[src/rtl/seven_segment_arbiter.sv]
// Round-robin owner of the shared 8-digit seven-segment display.
// Each grant is held for DWELL cycles unless its requester lets go early.
module seven_segment_arbiter #(
  parameter int          NUM_REQ  = 4,
  parameter int          DWELL    = 100_000_000,
  parameter logic [31:0] IDLE_VAL = 32'h0000_0000
) (
  input  logic                  clk_in,
  input  logic                  rst_in,
  input  logic [NUM_REQ-1:0]    req_in,
  input  logic [NUM_REQ*32-1:0] val_in,
  output logic [31:0]           val_out,
  output logic [NUM_REQ-1:0]    grant_out,
  output logic                  active_out
);

  localparam int          IW   = $clog2(NUM_REQ);
  localparam logic [31:0] LAST = 32'(DWELL - 1);

  typedef logic [IW-1:0] idx_t;

  typedef enum logic {
    IDLE,
    HOLD
  } state_t;

  state_t               state_q, state_d;
  logic [NUM_REQ-1:0]   grant_q, grant_d;
  logic                 active_q, active_d;
  logic [31:0]          val_q, val_d;
  logic [31:0]          cnt_q, cnt_d;
  idx_t                 idx_q, idx_d;

  idx_t                 nxt_idx;
  logic                 win_ok;
  idx_t                 win_idx;

  // First requester at or after start, wrapping; {found, index}.
  function automatic logic [IW:0] rr_pick(
    input logic [NUM_REQ-1:0] req,
    input idx_t               start
  );
    logic [IW:0] res;
    int          j;
    res = '0;
    for (int k = NUM_REQ - 1; k >= 0; k--) begin
      j = int'(start) + k;
      if (j >= NUM_REQ) j = j - NUM_REQ;
      if (req[j]) res = {1'b1, idx_t'(j)};
    end
    return res;
  endfunction

  function automatic logic [NUM_REQ-1:0] onehot(input idx_t idx);
    logic [NUM_REQ-1:0] oh;
    oh      = '0;
    oh[idx] = 1'b1;
    return oh;
  endfunction

  // Search always starts just past the last/current owner. While holding,
  // the owner sits last in that order, so one search covers both cases:
  // an early release (owner's request is low, so it cannot win) and
  // dwell expiry (owner only keeps the grant if nobody else asks).
  always_comb begin
    nxt_idx = (idx_q == idx_t'(NUM_REQ - 1)) ? '0 : idx_q + 1'b1;
    {win_ok, win_idx} = rr_pick(req_in, nxt_idx);
  end

  // Next-state and registered-output logic.
  always_comb begin
    state_d  = state_q;
    grant_d  = grant_q;
    active_d = active_q;
    val_d    = val_q;
    cnt_d    = cnt_q;
    idx_d    = idx_q;
    unique case (state_q)
      IDLE: begin
        val_d    = IDLE_VAL;
        grant_d  = '0;
        active_d = 1'b0;
        cnt_d    = '0;
        if (win_ok) begin
          state_d  = HOLD;
          idx_d    = win_idx;
          grant_d  = onehot(win_idx);
          active_d = 1'b1;
        end
      end
      HOLD: begin
        val_d = val_in[32*idx_q +: 32];
        cnt_d = cnt_q + 32'd1;
        if (!req_in[idx_q] || cnt_q == LAST) begin
          cnt_d = '0;
          if (win_ok) begin
            idx_d   = win_idx;
            grant_d = onehot(win_idx);
          end else begin
            state_d  = IDLE;
            grant_d  = '0;
            active_d = 1'b0;
            val_d    = IDLE_VAL;
          end
        end
      end
      default: state_d = IDLE;
    endcase
  end

  // State and output registers; reset leaves requester 0 first in line.
  always_ff @(posedge clk_in or posedge rst_in) begin
    if (rst_in) begin
      state_q  <= IDLE;
      grant_q  <= '0;
      active_q <= 1'b0;
      val_q    <= IDLE_VAL;
      cnt_q    <= '0;
      idx_q    <= idx_t'(NUM_REQ - 1);
    end else begin
      state_q  <= state_d;
      grant_q  <= grant_d;
      active_q <= active_d;
      val_q    <= val_d;
      cnt_q    <= cnt_d;
      idx_q    <= idx_d;
    end
  end

  assign val_out    = val_q;
  assign grant_out  = grant_q;
  assign active_out = active_q;

endmodule

[config.mk]
export PLATFORM = sky130hd
export DESIGN_NAME = seven_segment_arbiter
export DESIGN_NICKNAME = d
export VERILOG_FILES = /design/src/rtl/seven_segment_arbiter.sv
export SDC_FILE = /design/constraint.sdc
export NUM_CORES = 1
export LEC_CHECK = 0
export ABC_CLOCK_PERIOD_IN_PS = 1900
export CAP_MARGIN = 0
export CELL_PAD_IN_SITES_DETAIL_PLACEMENT = 1
export CELL_PAD_IN_SITES_GLOBAL_PLACEMENT = 2
export CORE_MARGIN = 2
export CORE_UTILIZATION = 23
export DETAILED_ROUTE_END_ITERATION = 6
export HOLD_SLACK_MARGIN = 0.1
export PLACE_DENSITY = 0.88
export SLEW_MARGIN = 25
export SYNTH_ARGS = -nofsm -noshare
export SYNTH_HDL_FRONTEND = slang
export SYNTH_SLANG_ARGS = --single-unit
export TNS_END_PERCENT = 1
[constraint.sdc]
create_clock -name clk_in -period 1.9 [get_ports clk_in]
set_input_delay 0.285 -clock clk_in [delete_from_list [all_inputs] [get_ports clk_in]]
set_output_delay 0.285 -clock clk_in [all_outputs]
set_load 0.01 [all_outputs]
* Word level (Yosys, flattened, before mapping)
Index checks and enable logic that the tools add are counted.
** Storage, ports and cells
- Flip-flop bits (word level) :: 72
- Input port bits :: 134
- Word-level logic and storage cells :: 78
** Operators by class
- Add/subtract/negate cells :: 9
- $lt $le $gt $ge :: 11
- Eq/ne operators :: 4
- Shift-type cells :: 1
- Mux-type cells :: 42
- Bitwise operators :: 1
- Reductions and logical operators :: 4
** Operator list (count)
- $mux 32 :: 7
- $lt 32x4->1 const B :: 4
- $pmux 32 s2 :: 2
- $shiftx 128x8->32 :: 1
- $add 32x1->32 const B :: 1
- $eq 32x27->1 const B :: 1
- $mux 1 :: 14
- $mux 3 :: 4
- $sub 3x3->4 const B :: 3
- $bmux 1 s2 :: 5
- $ge 3x3->1 const B :: 3
- $mux 4 :: 2
- $pmux 4 s2 :: 1
- $add 2x2->3 const B :: 2
- $lt 2x3->1 const B :: 2
- $mux 2 :: 3
- $pmux 1 s2 :: 2
- $pmux 2 s2 :: 1
- $sub 2x3->4 const B :: 1
- $add 2x1->3 const B :: 1
- $ge 2x3->1 const B :: 1
- $add 2x1->2 const B :: 1
- $demux 1 s2 :: 1
- $eq 2x2->1 const B :: 1
- 8 further kinds :: 8

* Logic depth before layout (Yosys ltp)
- Word-level depth :: 19
- Mapped depth :: 8
- Gate-level depth less buffers :: 6

* Worst setup path after synthesis
No wires, ideal clock.
- Kind :: register to register
- From :: register cnt_q[10]
- To :: register grant_q[1] (netlist: grant_out[1])
- Library setup time :: 0.125 ns
- Data arrival time :: 1.857 ns
- Required time :: 1.775 ns
- Slack :: -0.082 ns
- Stages on the path, launching flop included :: 7
- Path through :: dfrtp_1 -> or4_4 -> nor3_4 -> and3b_2 -> or2_1 -> buf_6 -> mux2_4
** On the way
- Longest elaborated chain between the ends :: 3
** RTL lines
- from (decl) :: RTL line 31 : logic [31:0] cnt_q, cnt_d;
- from (signal assigned) :: RTL line 125 : cnt_q <= cnt_d;
- $eq 32x27->1 :: RTL line 94 : if (!req_in[idx_q] || cnt_q == LAST) begin
- $logic_or 1x1->1 :: RTL line 94
- $ne 2x1->1 (no line)
- to (signal assigned) :: RTL line 122 : grant_q <= grant_d;
- to (decl) :: RTL line 28 : logic [NUM_REQ-1:0] grant_q, grant_d;
Every way passes these cells.
A chain may end at the register's enable or synchronous reset.

* Worst setup path in the final report
- From :: register cnt_q[10]
- To :: register grant_q[3] (netlist: grant_out[3])
The elaborated chain is that of the path after synthesis.

==> results by group <==
Power and ir drop
  – Peak VDD IR: around 0.00052 V
  – Tot Pwr: 7.20 mW
  – PD cells: 1100 mW/mm^2
  – LEAKAGE: roughly 2.6 nW

Timing
  – Slew Limit Fails: 0
  – Minimum clock period: 1940 ps
  – Fmax: 515 MHz
  – RSZ-0062 raised after global routing: yes
  – Hold slack: a little over 400 ps
  – Max-slew headroom: 0.692
  – Final setup violation count: 13
  – Clock skew: ~10 ps
  – Fin. Hold Viols: 0
  – Final setup margin: -42.7 ps
  – Slew @ Worst Pin: 462 ps
  – Crit share post-route: 1.02

Clock tree
  – # clock sinks: 72
  – Total CTS buffers: 9
  – H-tree depth: 3
  – Clock Pin Slew Worst Setup and Hold Paths: 60 ps
  – CTS Hold Bufs: 0
  – CTS root buffer: clkbuf_16
  – CTS tree: yes
  – CTS Buffer Depth: 2
  – Clk_lat worst skew: 330 ps

Run
  – Max-cap viol count: 0

Finish
  – # diodes: 0
  – Fin area: 0.00656 sq mm
  – Most common cell after layout, fill and taps aside: clkdlybuf4s50_1
  – Share of layout cells above drive strength 1: 0.200
  – Fin nets: 681
  – Fin cells: 775
  – Fillers: 1,862
  – Most frequent cells in the layout: clkdlybuf4s50_1, dfrtp_1, buf_4
  – Layout overhead on the synthesized area: 64.1%

Placed design
  – GPL Wtd Cong: about 0.86
  – Placed inst area: around 0.0062 sq mm
  – Placed cells: 756
  – DP HPWL: 10,500 um
  – Dpl ws: -143 ps
  – # port buffers: 170

Critical path
  – WP data arrival: 2160 ps
  – Critical Path Source: cnt_q[10]
  – Worst path cell trace: buf_4 -> or4_4 -> nor3_4 -> and3b_2 -> or2_4 -> mux2_4
  – Crit. End Element: flop
  – Max stage delay cell, worst path: or4_4
  – Startpoint types: flop
  – Crit path max fanout: 4
  – Critical path required time: about 2100 ps
  – Critical path destination: grant_out[3]
  – R2r setup slk: -40 ps
  – CP max stage delay: 430 ps
  – R2R Path End: grant_out[3]
  – Reg2reg path depth: 6
  – Worst r2r src: cnt_q[10]
  – Kind of critical path: flop to flop

Detailed routing
  – Routed wire per std cell: 17.2 um
  – Vias: between 3k and 4k
  – DRT met1 WL: 5150 um
  – Top Metal Used: met4
  – Met3 Wirelength: 757 um
  – DRC: 0
  – DR pass1 iterations: 4
  – Routed length on met2: approximately 7200 um
  – Antenna violation net count after detailed routing: 0
  – Via/cell ratio: roughly 4.7
  – Initial DRC Count: about 90
  – Routed WL: 13,300 um

Global route
  – GR Overflow Total: 0
  – Vias in the first global route: 4,150
  – Largest net degree at the start of global routing: 73
  – GRT Total Usage: 0.149
  – Initial antenna violation count: 0
  – First-pass GRT wire length: roughly 21,000 um

Floorplanning
  – Rows: 48
  – Io pins: 171
  – Die Wd: 136 um
  – Die height: 136 um
  – Starting density of the core: 0.233
  – Die Area: roughly 0.018 sq mm
  – CORE AREA: 0.0171 sq mm

Hold path
  – Worst hold path class: input port to async pin

Logic synthesis
  – #FFs+latches synth: 72
  – Syn Area/Cell: around 12 sq um
  – Syn Inst Count: approximately 350
  – Post-synth net total: 482
  – Post-Syn Area: roughly 0.0040 sq mm
  – Top_reg_cell synth: dfrtp_1
  – Synth warn: 0
  – Post-synth EDFFs: 0
  – Synth cell types: 46
  – Ys async rst share: 1.00
  – Post-synthesis sequential area ratio: 0.451

Run status
  – Run status: finished with violations
  – Violated checks: setup timing
==> power by group <==
part           total, mW  leakage, nW  internal [mW]  switching, mW
Clock               1.58        0.141          0.949          0.629
Combinational       3.50         1.57           2.05           1.45
Sequential          2.13        0.922           1.96          0.163
==> cell families after synthesis <==
| family | after synthesis | share of synthesized area |
|---|---|---|
| compound gates | 33 | 0.0501 |
| flops | 72 | 0.451 |
| buf+inv | 35 | 0.0404 |
| xor+xnor | 24 | 0.0526 |
| mux | 36 | 0.196 |
| fa+ha+maj | 2 | 0.00626 |
| simple gates | 144 | 0.203 |
==> Yosys cell counts, drive strengths merged (3+ instances only) <==
cell	instances	area [sq um]
o21ai	9	45.0
xnor2	18	158
xor2	6	52.6
buf	9	62.6
nor2	36	135
nor3	10	61.3
dfrtp	70	1750
nand2	15	56.3
clkbuf	15	57.6
inv	11	41.3
and4	7	61.3
nand4	8	62.6
nand4b	3	26.3
and3	36	225
o22ai	4	25.0
nor4	6	37.5
mux4	33	743
nand3	11	55.1
a21oi	10	50.1
==> flip-flops by register name (all words and copies together) (netlist names) <==
signal and cells:
active_out 1, val_out 32, grant_out 4, cnt_q 32, idx_q 2, state_q 1
==> worst min-delay path by stage <==
stage,startpoint,endpoint,cells after the start
final,rst_in,val_out[8],3
after CTS,rst_in,val_out[8],3
after global routing,rst_in,val_out[8],3
after global placement,cnt_q[0],cnt_q[0],1
after floorplan,cnt_q[0],cnt_q[0],1
after detailed placement,cnt_q[0],cnt_q[0],1
==> what timing repair did <==
item | in CTS | in global routing
cloned | 0 | 0
pin swaps | 3 | 5
setup endpoints to repair | 27 | 28
resized for setup | 2 | 13
setup buffers | 1 | 2
==> metal layers <==
metal	global-route usage	vias to the layer above
li1	-	1686
met4	0.0417	0
met1	0.169	1841
met5	0	-
met3	0.0436	17
met2	0.273	131
==> layout make-up <==
| class | instances | area [sq um] | area share |
|---|---|---|---|
| multi-input cells | 239 | 2080 | 0.317 |
| repair buffers | 212 | 2060 | 0.314 |
| flip-flops and latches | 72 | 1800 | 0.275 |
| well taps | 225 | 282 | 0.0429 |
| clock buffers | 11 | 253 | 0.0385 |
| inverters | 11 | 45.0 | 0.00687 |
| clock inverters | 5 | 31.3 | 0.00477 |
==> metrics by stage <==
| step | util | setup TNS [ps] |
|---|---|---|
| floorplan | - | -209 |
| CTS | 0.379 | -35.4 |
| finish | 0.383 | -191 |
| detailed placement | 0.362 | -4760 |
| global placement | 0.362 | -2120 |
| global route | 0.383 | -1610 |
==> critical path: cells and delay by family, from the launching register on <==
family	cells	cell delay [ps]
buf+inv	1	140
simple gates	4	990
flops	1	390
mux	1	300
No activity file was read; power rests on OpenSTA's default activity.
